### config.mk
export PLATFORM = sky130hd
export DESIGN_NAME = round_judge_flat
export DESIGN_NICKNAME = d
export VERILOG_FILES = /design/src/rtl/round_judge_pkg.sv /design/src/rtl/round_judge_if.sv /design/src/rtl/round_judge_onehot_encode.sv /design/src/rtl/round_judge.sv /design/src/flat_wrapper.sv
export SDC_FILE = /design/constraint.sdc
export NUM_CORES = 1
export LEC_CHECK = 0
export BUFFER_PORTS_ARGS = -buffer_cell sky130_fd_sc_hd__buf_2
export CAP_MARGIN = 20
export CORE_AREA = 2 2 73 75
export DETAILED_ROUTE_END_ITERATION = 16
export DIE_AREA = 0 0 75 77
export PLACE_DENSITY = 0.65
export SLEW_MARGIN = 20
export SYNTH_ARGS = -nofsm -noshare
export SYNTH_HDL_FRONTEND = slang
export SYNTH_SLANG_ARGS = --single-unit
### constraint.sdc
create_clock -name clk -period 3.46 [get_ports clk]
set_clock_uncertainty 0.1 [all_clocks]
set_input_delay 0.519 -clock clk [delete_from_list [all_inputs] [get_ports clk]]
set_output_delay 0.519 -clock clk [all_outputs]
set_load 0.05 [all_outputs]
### src/rtl/round_judge_pkg.sv
// -----------------------------------------------------------------------------
// round_judge_pkg
// Shared definitions for the round judging engine: FSM state encoding, named
// choice indices for the classic three-choice game, and the cyclic "beats"
// rule used to resolve a round for any odd number of choices.
// Optional feature macro used by the engine: ROUND_JUDGE_INVALID_FORFEIT_EN.
// -----------------------------------------------------------------------------
package round_judge_pkg;

   typedef enum logic [1:0] {
      IDLE  = 2'd0,
      JUDGE = 2'd1,
      SHOW  = 2'd2,
      OVER  = 2'd3
   } state_t;

   localparam int CAT     = 0;
   localparam int DOG     = 1;
   localparam int CHICKEN = 2;

   // i beats j when j lies 1..(n-1)/2 steps after i around the circle.
   // Indices are always below n, so one conditional subtraction replaces mod.
   function automatic logic beats(input int unsigned i, input int unsigned j,
                                  input int unsigned n);
      int unsigned d;
      d = j + n - i;
      if (d >= n) begin
         d = d - n;
      end else begin
         d = d;
      end
      return (d >= 32'd1) && (d <= ((n - 32'd1) / 32'd2));
   endfunction

endpackage

### src/rtl/round_judge_if.sv
// -----------------------------------------------------------------------------
// round_judge_if
// Bundles the controller-facing signals of the round judge.
//   master : screen/switch controller (drives commit, choices, ack, game reset)
//   slave  : round_judge (drives scenario, outcome flags, scores, status)
// -----------------------------------------------------------------------------
interface round_judge_if #(
   parameter int NUM_CHOICES = 3,
   parameter int SCORE_W     = 4
);
   logic                               userChoose;
   logic                               userResetGame;
   logic [NUM_CHOICES-1:0]             player1Choice;
   logic [NUM_CHOICES-1:0]             player2Choice;
   logic                               resultAck;
   logic [NUM_CHOICES*NUM_CHOICES-1:0] scenario;
   logic                               resultValid;
   logic                               winner1;
   logic                               winner2;
   logic                               draw;
   logic [SCORE_W-1:0]                 player1;
   logic [SCORE_W-1:0]                 player2;
   logic                               gameOver;
   logic                               busy;

   modport master (
      output userChoose, userResetGame, player1Choice, player2Choice, resultAck,
      input  scenario, resultValid, winner1, winner2, draw,
             player1, player2, gameOver, busy
   );

   modport slave (
      input  userChoose, userResetGame, player1Choice, player2Choice, resultAck,
      output scenario, resultValid, winner1, winner2, draw,
             player1, player2, gameOver, busy
   );
endinterface

### src/rtl/round_judge_onehot_encode.sv
// -----------------------------------------------------------------------------
// onehot_encode
// Converts a one-hot vector into its bit index.
//   vec   in  W           candidate one-hot vector
//   index out $clog2(W)   position of the set bit (0 when not valid)
//   valid out 1           exactly one bit of vec is set
// -----------------------------------------------------------------------------
module onehot_encode #(
   parameter int W = 3
) (
   input  logic [W-1:0]         vec,
   output logic [$clog2(W)-1:0] index,
   output logic                 valid
);
   localparam int IW = $clog2(W);

   logic [IW-1:0] acc_s;

   // Exactly-one test: non-zero and clearing the lowest set bit leaves zero.
   assign valid = (vec != '0) && ((vec & (vec - W'(1))) == '0);

   // OR together the positions of set bits; only meaningful when valid.
   always_comb begin
      acc_s = '0;
      for (int i = 0; i < W; i++) begin
         acc_s = acc_s | (vec[i] ? IW'(i) : '0);
      end
      index = valid ? acc_s : '0;
   end
endmodule

### src/rtl/round_judge.sv
// -----------------------------------------------------------------------------
// round_judge
// Round judging and scoring engine for the cat/dog/chicken game generalised to
// any odd NUM_CHOICES. Captures both choices on commit, judges one cycle later,
// holds the result until the screen acknowledges it, and keeps saturating
// per-player scores. Enters OVER once a score hits WIN_TARGET.
//   clk        in  system clock
//   stateReset in  synchronous active-high reset (highest priority)
//   bus        slave side of round_judge_if (commit/ack/choices in,
//              scenario/outcome/scores/status out, all registered)
// Optional feature: ROUND_JUDGE_INVALID_FORFEIT_EN -- a player whose choice is
// not one-hot forfeits the round (both invalid is a draw). Without it an
// invalid choice is judged as index 0 (cat).
// -----------------------------------------------------------------------------
module round_judge
   import round_judge_pkg::*;
#(
   parameter int NUM_CHOICES = 3,
   parameter int SCORE_W     = 4,
   parameter int WIN_TARGET  = 9
) (
   input logic         clk,
   input logic         stateReset,
   round_judge_if.slave bus
);
   localparam int IW = $clog2(NUM_CHOICES);
   localparam int SW = NUM_CHOICES * NUM_CHOICES;
   localparam logic [SCORE_W-1:0] TARGET = SCORE_W'(WIN_TARGET);

   state_t                 state_r;
   logic [NUM_CHOICES-1:0] p1_r, p2_r;
   logic [SW-1:0]          scenario_r;
   logic                   valid_r, win1_r, win2_r, draw_r, over_r, busy_r;
   logic [SCORE_W-1:0]     score1_r, score2_r;

   logic [IW-1:0]          idx1_s, idx2_s, eff1_s, eff2_s;
   logic                   ok1_s, ok2_s;
   logic                   win1_s, win2_s, draw_s;
   logic [31:0]            sel_s;
   logic [SW-1:0]          scen_s;

   onehot_encode #(.W(NUM_CHOICES)) u_enc1 (.vec(p1_r), .index(idx1_s), .valid(ok1_s));
   onehot_encode #(.W(NUM_CHOICES)) u_enc2 (.vec(p2_r), .index(idx2_s), .valid(ok2_s));

   // Invalid choices map to index 0 for both scenario and default judging.
   assign eff1_s = ok1_s ? idx1_s : '0;
   assign eff2_s = ok2_s ? idx2_s : '0;

   // Decode scenario bit and resolve the round from the captured choices.
   always_comb begin
      win1_s = 1'b0;
      win2_s = 1'b0;
      draw_s = 1'b0;
      sel_s  = 32'(eff1_s) * 32'(NUM_CHOICES) + 32'(eff2_s);
      scen_s = SW'(1) << sel_s;
`ifdef ROUND_JUDGE_INVALID_FORFEIT_EN
      if (!ok1_s && !ok2_s) begin
         draw_s = 1'b1;
      end else if (!ok1_s) begin
         win2_s = 1'b1;
      end else if (!ok2_s) begin
         win1_s = 1'b1;
      end else if (eff1_s == eff2_s) begin
         draw_s = 1'b1;
      end else if (beats(32'(eff1_s), 32'(eff2_s), NUM_CHOICES)) begin
         win1_s = 1'b1;
      end else begin
         win2_s = 1'b1;
      end
`else
      if (eff1_s == eff2_s) begin
         draw_s = 1'b1;
      end else if (beats(32'(eff1_s), 32'(eff2_s), NUM_CHOICES)) begin
         win1_s = 1'b1;
      end else begin
         win2_s = 1'b1;
      end
`endif
   end

   // Round FSM with registered outputs; game reset outranks commit and ack.
   always_ff @(posedge clk) begin
      if (stateReset || bus.userResetGame) begin
         state_r    <= IDLE;
         p1_r       <= '0;
         p2_r       <= '0;
         scenario_r <= '0;
         valid_r    <= 1'b0;
         win1_r     <= 1'b0;
         win2_r     <= 1'b0;
         draw_r     <= 1'b0;
         over_r     <= 1'b0;
         busy_r     <= 1'b0;
         score1_r   <= '0;
         score2_r   <= '0;
      end else begin
         case (state_r)
            IDLE: begin
               if (bus.userChoose) begin
                  p1_r    <= bus.player1Choice;
                  p2_r    <= bus.player2Choice;
                  busy_r  <= 1'b1;
                  state_r <= JUDGE;
               end
            end
            JUDGE: begin
               scenario_r <= scen_s;
               valid_r    <= 1'b1;
               win1_r     <= win1_s;
               win2_r     <= win2_s;
               draw_r     <= draw_s;
               if (win1_s && (score1_r < TARGET)) begin
                  score1_r <= score1_r + SCORE_W'(1);
               end
               if (win2_s && (score2_r < TARGET)) begin
                  score2_r <= score2_r + SCORE_W'(1);
               end
               state_r <= SHOW;
            end
            SHOW: begin
               if (bus.resultAck) begin
                  valid_r <= 1'b0;
                  win1_r  <= 1'b0;
                  win2_r  <= 1'b0;
                  draw_r  <= 1'b0;
                  if ((score1_r == TARGET) || (score2_r == TARGET)) begin
                     over_r  <= 1'b1;
                     state_r <= OVER;
                  end else begin
                     busy_r  <= 1'b0;
                     state_r <= IDLE;
                  end
               end
            end
            OVER: begin
               state_r <= OVER;
            end
            default: begin
               busy_r  <= 1'b0;
               state_r <= IDLE;
            end
         endcase
      end
   end

   assign bus.scenario    = scenario_r;
   assign bus.resultValid = valid_r;
   assign bus.winner1     = win1_r;
   assign bus.winner2     = win2_r;
   assign bus.draw        = draw_r;
   assign bus.player1     = score1_r;
   assign bus.player2     = score2_r;
   assign bus.gameOver    = over_r;
   assign bus.busy        = busy_r;
endmodule

### src/flat_wrapper.sv
// flat-port wrapper written by rule: the top's interface ports become plain ports
module round_judge_flat import round_judge_pkg::*;
#(
   parameter int NUM_CHOICES = 3,
   parameter int SCORE_W     = 4,
   parameter int WIN_TARGET  = 9
)
  (clk, stateReset, bus_userChoose, bus_userResetGame, bus_player1Choice, bus_player2Choice, bus_resultAck, bus_scenario, bus_resultValid, bus_winner1, bus_winner2, bus_draw, bus_player1, bus_player2, bus_gameOver, bus_busy);
  round_judge_if #(.NUM_CHOICES(NUM_CHOICES), .SCORE_W(SCORE_W)) bus_i ();
  input logic clk;
  input logic stateReset;
  input wire logic [$bits(bus_i.userChoose)-1:0] bus_userChoose;
  input wire logic [$bits(bus_i.userResetGame)-1:0] bus_userResetGame;
  input wire logic [$bits(bus_i.player1Choice)-1:0] bus_player1Choice;
  input wire logic [$bits(bus_i.player2Choice)-1:0] bus_player2Choice;
  input wire logic [$bits(bus_i.resultAck)-1:0] bus_resultAck;
  output wire logic [$bits(bus_i.scenario)-1:0] bus_scenario;
  output wire logic [$bits(bus_i.resultValid)-1:0] bus_resultValid;
  output wire logic [$bits(bus_i.winner1)-1:0] bus_winner1;
  output wire logic [$bits(bus_i.winner2)-1:0] bus_winner2;
  output wire logic [$bits(bus_i.draw)-1:0] bus_draw;
  output wire logic [$bits(bus_i.player1)-1:0] bus_player1;
  output wire logic [$bits(bus_i.player2)-1:0] bus_player2;
  output wire logic [$bits(bus_i.gameOver)-1:0] bus_gameOver;
  output wire logic [$bits(bus_i.busy)-1:0] bus_busy;
  assign bus_i.userChoose = bus_userChoose;
  assign bus_i.userResetGame = bus_userResetGame;
  assign bus_i.player1Choice = bus_player1Choice;
  assign bus_i.player2Choice = bus_player2Choice;
  assign bus_i.resultAck = bus_resultAck;
  assign bus_scenario = bus_i.scenario;
  assign bus_resultValid = bus_i.resultValid;
  assign bus_winner1 = bus_i.winner1;
  assign bus_winner2 = bus_i.winner2;
  assign bus_draw = bus_i.draw;
  assign bus_player1 = bus_i.player1;
  assign bus_player2 = bus_i.player2;
  assign bus_gameOver = bus_i.gameOver;
  assign bus_busy = bus_i.busy;
  round_judge #(.NUM_CHOICES(NUM_CHOICES), .SCORE_W(SCORE_W), .WIN_TARGET(WIN_TARGET)) u_core (.clk(clk), .stateReset(stateReset), .bus(bus_i));
endmodule
==> results of run 1 <==
## worst paths after layout
check | depth (start not counted) | endpoint | start
max | 9 | u_core.bus.player1[1] | u_core.p1_r[1]
min reg2reg | 2 | u_core.bus.winner2 | u_core.bus.winner2
min | 2 | u_core.bus.winner2 | u_core.bus.winner2
max reg2reg | 9 | u_core.bus.player1[1] | u_core.p1_r[1]
## sequential cells by signal (all words and copies together) (netlist names)
register                count
u_core.bus.player1          4
u_core.bus.busy             1
u_core.bus.resultValid      1
u_core.bus.gameOver         1
u_core.p2_r                 3
u_core.p1_r                 3
u_core.bus.winner2          1
u_core.bus.scenario         9
u_core.bus.draw             1
u_core.state_r              2
u_core.bus.player2          4
u_core.bus.winner1          1
## per-stage QoR
stage / utilization [%] / setup WS, ns / instances / cell area (um2) / hold slack, ns
4_1_cts: 41.0 / 0.212 / 292 / 2040 / 0.357
5_1_grt: 41.0 / 0.0513 / 292 / 2040 / 0.372
3_3_place_gp: 39.2 / 0.331 / 284 / 1950 / 0.348
6_report: 41.0 / 0.265 / 292 / 2040 / 0.353
2_1_floorplan: - / 0.426 / 186 / 1710 / 0.385
3_5_place_dp: 39.2 / 0.231 / 284 / 1950 / 0.348
## metal layers
layer	track usage (%)	up-vias
met1	16.1	637
li1	-	720
met2	19.6	22
met5	0	-
met3	3.68	6
met4	6.25	0
## power by group through the flow
stage,clock network (mW),registers (mW),logic (mW)
after global routing,0.307,0.368,0.0947
final,0.281,0.367,0.0841
after detailed placement,0,0.375,0.0844
after global placement,0,0.375,0.0846
after floorplan,0,0.380,0.0571
after CTS,0.289,0.367,0.0850
## cells by family (layout without fill, tap and decap cells)
kind of cell | Yosys count | after routing | share of synthesized area (%)
AO/OA/AOI/OAI | 39 | 39 | 18.5
flip-flops | 31 | 31 | 36.2
adder cells (fa/ha/maj) | 15 | 15 | 12.3
buffers and inverters | 22 | 58 | 4.89
multiplexers | 12 | 12 | 7.01
AND/OR/NAND/NOR | 65 | 65 | 19.7
XOR/XNOR | 2 | 2 | 1.46
## synth_stat cells (3+ instances only)
library cell and count:
sky130_fd_sc_hd__ha_1 12, sky130_fd_sc_hd__nor2_1 23, sky130_fd_sc_hd__o21ai_0 7, sky130_fd_sc_hd__dfxtp_1 31, sky130_fd_sc_hd__nor3b_1 4, sky130_fd_sc_hd__inv_1 15, sky130_fd_sc_hd__a21oi_1 10, sky130_fd_sc_hd__fa_1 3
sky130_fd_sc_hd__a22oi_1 6, sky130_fd_sc_hd__nand2_1 17, sky130_fd_sc_hd__nor2b_1 8, sky130_fd_sc_hd__nand2b_1 3, sky130_fd_sc_hd__clkbuf_1 6, sky130_fd_sc_hd__mux2i_1 12
## worst max-delay path, delay by kind of cell (launching register included)
family,cells,cell delay (ns)
DFF,1,0.39
adders and majority gates,3,1.00
buffers and inverters,1,0.06
muxes,1,0.22
and+or+nand+nor,2,0.60
AOI/OAI and AO/OA,2,0.74
## layout make-up
class	count	area, um2	area share [%]
clock inverter	3	20.0	0.980
timing repair buffer	35	180	8.82
tap	70	87.6	4.29
multi-input combinational	133	1010	49.4
inverter	15	56.3	2.76
sequential	31	621	30.4
clock buffer	5	68.8	3.37
==> insert_results.sql, run 1 <==
INSERT INTO impl_metrics (metric_group, metric, value, unit) VALUES
('status', 'run_status', 'complete, no violations', ''),
('global_route', 'groute.usage.overall', '12.8', '%'),
('power', 'p_sw', '0.199', 'mW'),
('clock_tree', 'tritoncts', 'built', ''),
('setup_path', 'cpMaxStageDelayCell', 'sky130_fd_sc_hd__a2111oi_4', ''),
('clock_tree', 'post-cts-setup-buffers', '0', ''),
('power', 'power.ir.vdd_worst', '0.000185', 'V'),
('floorplanning', 'die-height', '77', 'um'),
('drt', 'met3_wirelength', '137', 'um'),
('setup_path', 'cp.required', '3.58', 'ns'),
('sta', 'period_minus_slack', '3.20', 'ns'),
('sta', 'totalNegativeSetupSlack', '0', 'ns'),
('drt', 'detail-route-antenna-nets', '0', ''),
('yosys', 'post_synth_instance_area', '1710', 'um2'),
('yosys', 'yosysWarnings', '0', ''),
('yosys', 'syn_avg_cell_area', '9.21', 'um2'),
('drt', 'postRouteWirelength', '3.45', 'mm'),
('setup_path', 'critPathMaxStageDelay', '0.47', 'ns'),
('floorplanning', 'die-area', '5780', 'um2'),
('yosys', 'ys_seq_area_share', '36.2', '%'),
('power', 'share_seq_of_total_power', '50.1', '%'),
('sta', 'timing.final.hold_violations', '0', ''),
('yosys', 'number_of_enable_flip_flop_cells_after_synthesis', '0', ''),
('sta', 'worst_slew_pin_slew', '0.917', 'ns'),
('yosys', 'synth_largest_type_area_fraction', '36.2', '%'),
('yosys', 'synth.net_count', '212', ''),
('floorplanning', 'core_area', '4980', 'um2'),
('sta', 'setup_violations_final', '0', ''),
('finish', 'antenna-diode-count', '0', ''),
('sta', 'finalMaxSlewViolations', '0', ''),
('drt', 'via_count', '1385', ''),
('yosys', 'synthTopCellsByArea', 'sky130_fd_sc_hd__dfxtp_1 (36%), sky130_fd_sc_hd__ha_1 (8.8%), sky130_fd_sc_hd__mux2i_1 (7.0%)', ''),
('finish', 'synthToLayoutAreaGrowth', '19.2', '%'),
('drt', 'm1WireLength', '1.66', 'mm'),
('drt', 'initial_drc_count', '27', ''),
('yosys', 'synth_ff_type', 'sky130_fd_sc_hd__dfxtp_1', ''),
('floorplanning', 'ioPinCount', '34', ''),
('drt', 'uppermost_metal_layer_occupied_by_signal_nets', 'met4', ''),
('clock_tree', 'cts-root-buf', 'sky130_fd_sc_hd__clkbuf_8', ''),
('clock_tree', 'worst_setup_hold_path_clk_slew', '0.07', 'ns'),
('global_route', 'via_count_of_the_first_global_routing_pass', '1248', ''),
('drt', 'wl_met2', '1.58', 'mm'),
('drt', 'drt_drc_violations_left', '0', ''),
('setup_path', 'worst-r2r-setup-slack', '0.26', 'ns'),
('drt', 'dr.pass1.iters', '4', ''),
('placed_design', 'gp_congestion', '0.827', ''),
('clock_tree', 'tritoncts.num_buffers', '5', ''),
('setup_path', 'critical_path.max_fanout', '3', ''),
('placed_design', 'post-dp-hpwl', '2.63', 'mm'),
('clock_tree', 'max-clock-path-buffers', '2', ''),
('power', 'share_clk_of_total_power', '38.4', '%'),
('power', 'comb_power_share', '11.5', '%'),
('power', 'sw_frac_of_total', '27.3', '%'),
('yosys', 'async_reset_ff_share', '0', '%'),
('floorplanning', 'placement_rows', '26', ''),
('clock_tree', 'worst_skew_pair.late_latency', '0.28', 'ns'),
('finish', 'num-nets-final', '247', ''),
('yosys', 'post_synth_num_cell_types', '34', ''),
('setup_path', 'critical_path_at', '3.31', 'ns'),
('flow_run', 'max-cap-violations', '0', ''),
('power', 'power_report.internal_total', '0.532', 'mW'),
('power', 'report.power.total', '0.732', 'mW'),
('setup_path', 'critical_path.cell_chain', 'nor3b_1 -> ha_1 -> inv_1 -> fa_1 -> ha_1 -> nor3b_1 -> o221ai_1 -> a2111oi_4 -> mux2i_1', ''),
('sta', 'fin_crit_sh', '92.3', '%'),
('yosys', 'synth.ff_latch_count', '31', ''),
('clock_tree', 'cts_hold_buffers', '0', ''),
('global_route', 'grt_start_max_net_pins', '22', ''),
('finish', 'nFillCells', '505', ''),
('setup_path', 'endpoint_kind', 'register', ''),
('placed_design', 'buffer_ports.inserted', '33', ''),
('floorplanning', 'die_x', '75', 'um');
Note: power is estimated with default switching activity, not from simulation.
==> run 2: changes to the inputs <==
CELL_PAD_IN_SITES_DETAIL_PLACEMENT = 1   (was unset)
CELL_PAD_IN_SITES_GLOBAL_PLACEMENT = 1   (was unset)
CTS_BUF_LIST = sky130_fd_sc_hd__clkbuf_8   (was unset)
PLACE_DENSITY = 0.79   (was 0.65)
SLEW_MARGIN = 10   (was 20)
==> insert_results.sql, run 2 (synthesized netlist as in run 1, its figures left out) <==
INSERT INTO impl_metrics (metric_group, metric, value, unit) VALUES
('finish', 'num-nets-final', '247', ''),
('setup_path', 'critical_path.cell_chain', 'nor2_1 -> and2_1 -> inv_1 -> ha_1 -> inv_1 -> fa_1 -> ha_1 -> nor3b_1 -> o221ai_1 -> a2111oi_4 -> mux2i_1', ''),
('flow_run', 'max-cap-violations', '0', ''),
('setup_path', 'setup.worst_path.start_class', 'register', ''),
('placed_design', 'buffer_ports.inserted', '33', ''),
('sta', 'slew_margin_rel', '38.5', '%'),
('setup_path', 'cpMaxStageDelayCell', 'sky130_fd_sc_hd__a2111oi_4', ''),
('floorplanning', 'die-height', '77', 'um'),
('setup_path', 'critical_path_class', 'reg -> reg', ''),
('drt', 'wl_met2', '1.99', 'mm'),
('global_route', 'groute.usage.overall', '15.5', '%'),
('sta', 'period_minus_slack', '3.17', 'ns'),
('clock_tree', 'cts_h_tree_depth', '2', ''),
('finish', 'antenna-diode-count', '0', ''),
('finish', 'most-common-layout-cells', 'sky130_fd_sc_hd__buf_2 (33), sky130_fd_sc_hd__dfxtp_1 (31), sky130_fd_sc_hd__nor2_1 (23)', ''),
('sta', 'totalNegativeSetupSlack', '0', 'ns'),
('floorplanning', 'die-area', '5780', 'um2'),
('global_route', 'grt_first_pass_wirelength', '6.73', 'mm'),
('clock_tree', 'cts_hold_buffers', '0', ''),
('placed_design', 'placed_area', '1950', 'um2'),
('floorplanning', 'ioPinCount', '34', ''),
('drt', 'drt_drc_violations_left', '0', ''),
('drt', 'met3_wirelength', '133', 'um'),
('finish', 'finalInstanceArea', '2050', 'um2'),
('power', 'leakagePower', '0.801', 'nW'),
('power', 'power.ir.vdd_worst', '0.000195', 'V'),
('power', 'comb_power_share', '11.7', '%'),
('clock_tree', 'worst_setup_hold_path_clk_slew', '0.07', 'ns'),
('sta', 'worst_slew_pin_slew', '0.918', 'ns'),
('drt', 'dr.pass1.iters', '4', ''),
('setup_path', 'cp.required', '3.58', 'ns'),
('clock_tree', 'tritoncts', 'built', ''),
('drt', 'initial_drc_count', '26', ''),
('drt', 'postRouteWirelength', '4.09', 'mm'),
('drt', 'detail-route-antenna-nets', '0', ''),
('clock_tree', 'cts_num_sinks', '31', ''),
('setup_path', 'critPathBufInv', '2', ''),
('setup_path', 'critical_path.max_fanout', '3', ''),
('status', 'run_status', 'complete, no violations', ''),
('global_route', 'initial_antenna_violation_count', '0', ''),
('placed_design', 'post-dp-hpwl', '3.06', 'mm'),
('sta', 'hold_slack', '0.355', 'ns'),
('min_path', 'hold_path_class', 'reg -> reg', ''),
('floorplanning', 'initial_utilization', '34.4', '%'),
('setup_path', 'critPathMaxStageDelay', '0.48', 'ns'),
('global_route', 'grt.overflow.total', '0', ''),
('global_route', 'grt_start_max_net_pins', '22', ''),
('finish', 'largest_register_ffs', '9', ''),
('setup_path', 'cpLargestDelayFamily', 'adder cells', ''),
('drt', 'via_count', '1450', ''),
('sta', 'finalMaxSlewViolations', '0', ''),
('power', 'share_seq_of_total_power', '49.0', '%'),
('finish', 'post_route_cells_drive_above_1_share', '23.5', '%'),
('sta', 'max_clock_freq', '315', 'MHz'),
('floorplanning', 'core_area', '4980', 'um2'),
('floorplanning', 'placement_rows', '26', ''),
('power', 'power_report.internal_total', '0.549', 'mW'),
('power', 'share_clk_of_total_power', '39.3', '%'),
('power', 'cellPowerDensity', '366', 'nW/um2'),
('drt', 'wl_per_cell', '14.1', 'um'),
('setup_path', 'critical_path_at', '3.29', 'ns'),
('drt', 'drt-vias-per-instance', '4.98', ''),
('clock_tree', 'max-clock-path-buffers', '2', ''),
('drt', 'm1WireLength', '1.89', 'mm'),
('clock_tree', 'tritoncts.num_buffers', '5', ''),
('placed_design', 'gp_congestion', '0.792', ''),
('finish', 'layout_commonest_cell', 'sky130_fd_sc_hd__buf_2', ''),
('setup_path', 'endpoint_kind', 'register', ''),
('global_route', 'via_count_of_the_first_global_routing_pass', '1403', ''),
('floorplanning', 'die_x', '75', 'um'),
('drt', 'uppermost_metal_layer_occupied_by_signal_nets', 'met4', ''),
('clock_tree', 'worst_skew_pair.late_latency', '0.28', 'ns'),
('finish', 'synthToLayoutAreaGrowth', '19.4', '%'),
('sta', 'fin_crit_sh', '91.7', '%'),
('clock_tree', 'cts-root-buf', 'sky130_fd_sc_hd__clkbuf_8', ''),
('power', 'report.power.total', '0.750', 'mW'),
('sta', 'timing.final.hold_violations', '0', ''),
('sta', 'setup_violations_final', '0', ''),
('power', 'sw_frac_of_total', '26.7', '%'),
('sta', 'rsz0062_at_grt', 'no', ''),
('power', 'p_sw', '0.200', 'mW');
## run 2: final timing paths
kind	startpoint	end	slack, ns	cells after the start
max	u_core.p2_r[0]	u_core.bus.player1[0]	0.29	11
min	u_core.bus.winner1	u_core.bus.winner1	0.36	2
min reg2reg	u_core.bus.winner1	u_core.bus.winner1	0.36	2
max reg2reg	u_core.p2_r[0]	u_core.bus.player1[0]	0.29	11
## run 2: power by group through the flow
stage	Combinational (mW)	Clock, mW	Sequential [mW]
CTS	0.0887	0.304	0.367
global route	0.0979	0.321	0.368
detailed placement	0.0874	0	0.375
global placement	0.0856	0	0.375
finish	0.0879	0.295	0.367
floorplan	0.0571	0	0.380
## run 2: per-layer routing
metal / global-route usage (%) / vias up
li1: - / 715
met1: 19.8 / 701
met2: 24.1 / 29
met3: 4.07 / 5
met4: 6.96 / 0
met5: 0 / -
## run 2: tightest hold or removal path, cell delays in order (launching register included)
cell and delay [ns]:
sky130_fd_sc_hd__dfxtp_1 0.31, sky130_fd_sc_hd__nand2_1 0.05, sky130_fd_sc_hd__a21oi_1 0.05
## run 2: repair_timing
action | in CTS | in global routing
gates resized for setup | 0 | 1
setup endpoints to repair | 0 | 4
setup buffers | 0 | 0
## run 2: area by class of cell
cell class	count	area, um2
fill	600	2930
clock inverter	1	5.00
inverter	15	56.3
sequential	31	621
timing repair buffer	35	180
multi-input combinational	133	1010
clock buffer	6	82.6
tap	70	87.6
## run 2: through the flow
| stage | setup WS, ns | cells | util [%] |
|---|---|---|---|
| final | 0.288 | 291 | 41.1 |
| after global routing | 0.0705 | 291 | 41.1 |
| after CTS | 0.134 | 291 | 41.0 |
| after floorplan | 0.426 | 186 | - |
| after global placement | 0.340 | 284 | 39.2 |
| after detailed placement | 0.193 | 284 | 39.2 |
==> run 3: changes to the inputs <==
BUFFER_PORTS_ARGS = unset   (was -buffer_cell sky130_fd_sc_hd__buf_2)
DONT_BUFFER_PORTS = 1   (was unset)
PLACE_DENSITY = 0.71   (was 0.79)
SKIP_LAST_GASP = 1   (was unset)
==> insert_results.sql, run 3 (synthesized netlist as in run 1, its figures left out) <==
INSERT INTO impl_metrics (metric_group, metric, value, unit) VALUES
('clock_tree', 'post-cts-setup-buffers', '0', ''),
('clock_tree', 'cts_num_sinks', '31', ''),
('power', 'share_seq_of_total_power', '49.6', '%'),
('placed_design', 'placed_cells_incl_taps', '254', ''),
('sta', 'slew_margin_rel', '48.7', '%'),
('floorplanning', 'core_area', '4980', 'um2'),
('min_path', 'hold_start', 'bus_player1Choice[0]', ''),
('global_route', 'initial_antenna_violation_count', '0', ''),
('clock_tree', 'cts_h_tree_depth', '2', ''),
('sta', 'period_minus_slack', '3.20', 'ns'),
('clock_tree', 'max-clock-path-buffers', '2', ''),
('setup_path', 'worst-r2r-setup-slack', '0.26', 'ns'),
('min_path', 'number_of_cells_on_the_worst_hold_path', '2', ''),
('power', 'cellPowerDensity', '395', 'nW/um2'),
('drt', 'met3_wirelength', '187', 'um'),
('setup_path', 'critical_path_at', '3.30', 'ns'),
('power', 'leakagePower', '0.654', 'nW'),
('finish', 'most-common-layout-cells', 'sky130_fd_sc_hd__dfxtp_1 (31), sky130_fd_sc_hd__nor2_1 (23), sky130_fd_sc_hd__nand2_1 (17)', ''),
('drt', 'wl_met2', '1.91', 'mm'),
('placed_design', 'buffer_ports.inserted', '0', ''),
('finish', 'largest_register_ffs', '9', ''),
('floorplanning', 'die-height', '77', 'um'),
('setup_path', 'r2r-start', 'u_core.p2_r[0]', ''),
('finish', 'nFillCells', '588', ''),
('finish', 'finalInstanceArea', '1910', 'um2'),
('placed_design', 'gp_congestion', '0.741', ''),
('floorplanning', 'die_x', '75', 'um'),
('status', 'run_status', 'complete, no violations', ''),
('setup_path', 'cp.required', '3.56', 'ns'),
('finish', 'synthToLayoutAreaGrowth', '11.5', '%'),
('finish', 'layout_commonest_cell', 'sky130_fd_sc_hd__dfxtp_1', ''),
('clock_tree', 'cts_hold_buffers', '0', ''),
('setup_path', 'critical_path_start', 'u_core.p2_r[0]', ''),
('sta', 'setup_violations_final', '0', ''),
('drt', 'detail-route-antenna-nets', '0', ''),
('finish', 'antenna-diode-count', '0', ''),
('global_route', 'grt.overflow.total', '0', ''),
('floorplanning', 'ioPinCount', '34', ''),
('min_path', 'hold_path_class', 'in -> reg', ''),
('global_route', 'via_count_of_the_first_global_routing_pass', '1376', ''),
('sta', 'fin_crit_sh', '92.5', '%'),
('floorplanning', 'initial_utilization', '34.4', '%'),
('clock_tree', 'cts_resized', '0', ''),
('setup_path', 'critical_path.max_fanout', '3', ''),
('setup_path', 'rr_worst_depth', '11', ''),
('sta', 'rsz0062_at_grt', 'no', ''),
('setup_path', 'critical_path_class', 'reg -> reg', ''),
('placed_design', 'post-dp-hpwl', '2.89', 'mm'),
('sta', 'max_clock_freq', '313', 'MHz'),
('setup_path', 'setup.worst_path.start_class', 'register', ''),
('power', 'power.ir.vdd_worst', '0.000264', 'V'),
('clock_tree', 'worst_skew_pair.late_latency', '0.28', 'ns'),
('power', 'share_clk_of_total_power', '40.8', '%'),
('clock_tree', 'tritoncts.num_buffers', '5', ''),
('floorplanning', 'placement_rows', '26', ''),
('drt', 'wl_per_cell', '14.6', 'um'),
('clock_tree', 'worst_setup_hold_path_clk_slew', '0.06', 'ns'),
('placed_design', 'placed_area', '1810', 'um2'),
('drt', 'drt-vias-per-instance', '5.01', ''),
('flow_run', 'max-cap-violations', '0', ''),
('global_route', 'grt_first_pass_wirelength', '6.66', 'mm'),
('drt', 'm1WireLength', '1.67', 'mm'),
('clock_tree', 'tritoncts', 'built', ''),
('sta', 'finalMaxSlewViolations', '0', ''),
('power', 'comb_power_share', '9.6', '%'),
('sta', 'totalNegativeSetupSlack', '0', 'ns'),
('drt', 'dr.pass1.iters', '4', ''),
('drt', 'via_count', '1313', ''),
('power', 'report.power.total', '0.755', 'mW'),
('power', 'power_report.internal_total', '0.568', 'mW'),
('drt', 'initial_drc_count', '35', ''),
('finish', 'post_route_cells_drive_above_1_share', '10.9', '%'),
('sta', 'hold_slack', '0.291', 'ns'),
('power', 'p_sw', '0.187', 'mW'),
('clock_tree', 'cts-root-buf', 'sky130_fd_sc_hd__clkbuf_8', ''),
('sta', 'worst_slew_pin_slew', '0.768', 'ns'),
('setup_path', 'endpoint_kind', 'register', ''),
('finish', 'num-nets-final', '217', ''),
('floorplanning', 'die-area', '5780', 'um2'),
('sta', 'timing.final.hold_violations', '0', ''),
('drt', 'drt_drc_violations_left', '0', ''),
('finish', 'stdcell_count', '262', ''),
('drt', 'uppermost_metal_layer_occupied_by_signal_nets', 'met4', ''),
('global_route', 'groute.usage.overall', '15.0', '%'),
('drt', 'postRouteWirelength', '3.84', 'mm'),
('power', 'sw_frac_of_total', '24.7', '%'),
('global_route', 'grt_start_max_net_pins', '22', '');
-- run 3: cell types whose count changed in the layout (fill, tap and decap cells not counted) --
cell and delta:
sky130_fd_sc_hd__buf_2 -33, sky130_fd_sc_hd__nor3b_2 -1, sky130_fd_sc_hd__inv_1 +1, sky130_fd_sc_hd__clkinv_2 -1, sky130_fd_sc_hd__nor3b_1 +1, sky130_fd_sc_hd__buf_4 +3
sky130_fd_sc_hd__clkbuf_8 +1
-- run 3: cell type report --
type	instances	area, um2	share of cell area [%]
repair buffers	5	37.5	1.96
multi-input cells	133	1010	52.8
well taps	70	87.6	4.58
clock buffers	7	96.3	5.04
flip-flops and latches	31	621	32.5
inverters	15	56.3	2.95
clock inverters	1	3.75	0.196
-- run 3: metal layers --
layer / vias to the layer above / global-route usage (%)
met4: 0 / 5.89
met2: 19 / 23.9
met1: 631 / 18.6
li1: 657 / -
met3: 6 / 4.73
met5: - / 0
-- run 3: power groups by stage --
| stage | Clock, mW | Combinational [mW] | Sequential [mW] |
|---|---|---|---|
| global placement | 0 | 0.0723 | 0.382 |
| global route | 0.338 | 0.0828 | 0.374 |
| detailed placement | 0 | 0.0728 | 0.382 |
| finish | 0.308 | 0.0725 | 0.374 |
| CTS | 0.323 | 0.0737 | 0.374 |
| floorplan | 0 | 0.0571 | 0.380 |
-- run 3: critical path, cell delays in order (launching register included) --
cell and delay, ns:
sky130_fd_sc_hd__dfxtp_1 0.35, sky130_fd_sc_hd__nor2_1 0.09, sky130_fd_sc_hd__and2_1 0.15, sky130_fd_sc_hd__inv_1 0.05
sky130_fd_sc_hd__ha_1 0.28, sky130_fd_sc_hd__inv_1 0.10, sky130_fd_sc_hd__fa_1 0.45, sky130_fd_sc_hd__ha_1 0.29
sky130_fd_sc_hd__nor3b_1 0.23, sky130_fd_sc_hd__o221ai_1 0.27, sky130_fd_sc_hd__a2111oi_4 0.51, sky130_fd_sc_hd__mux2i_1 0.26
-- run 3: final timing paths --
path | endpoint
hold / removal | u_core.p1_r[0]
setup / recovery | u_core.bus.player1[0]
setup reg to reg | u_core.bus.player1[0]
hold reg to reg | u_core.p1_r[2]
-- run 3: stage by stage --
stage / setup WS [ns] / util, %
after global routing: 0.0327 / 38.4
after floorplan: 0.426 / -
final: 0.261 / 38.4
after CTS: 0.239 / 38.4
after global placement: 0.355 / 36.4
after detailed placement: 0.273 / 36.4
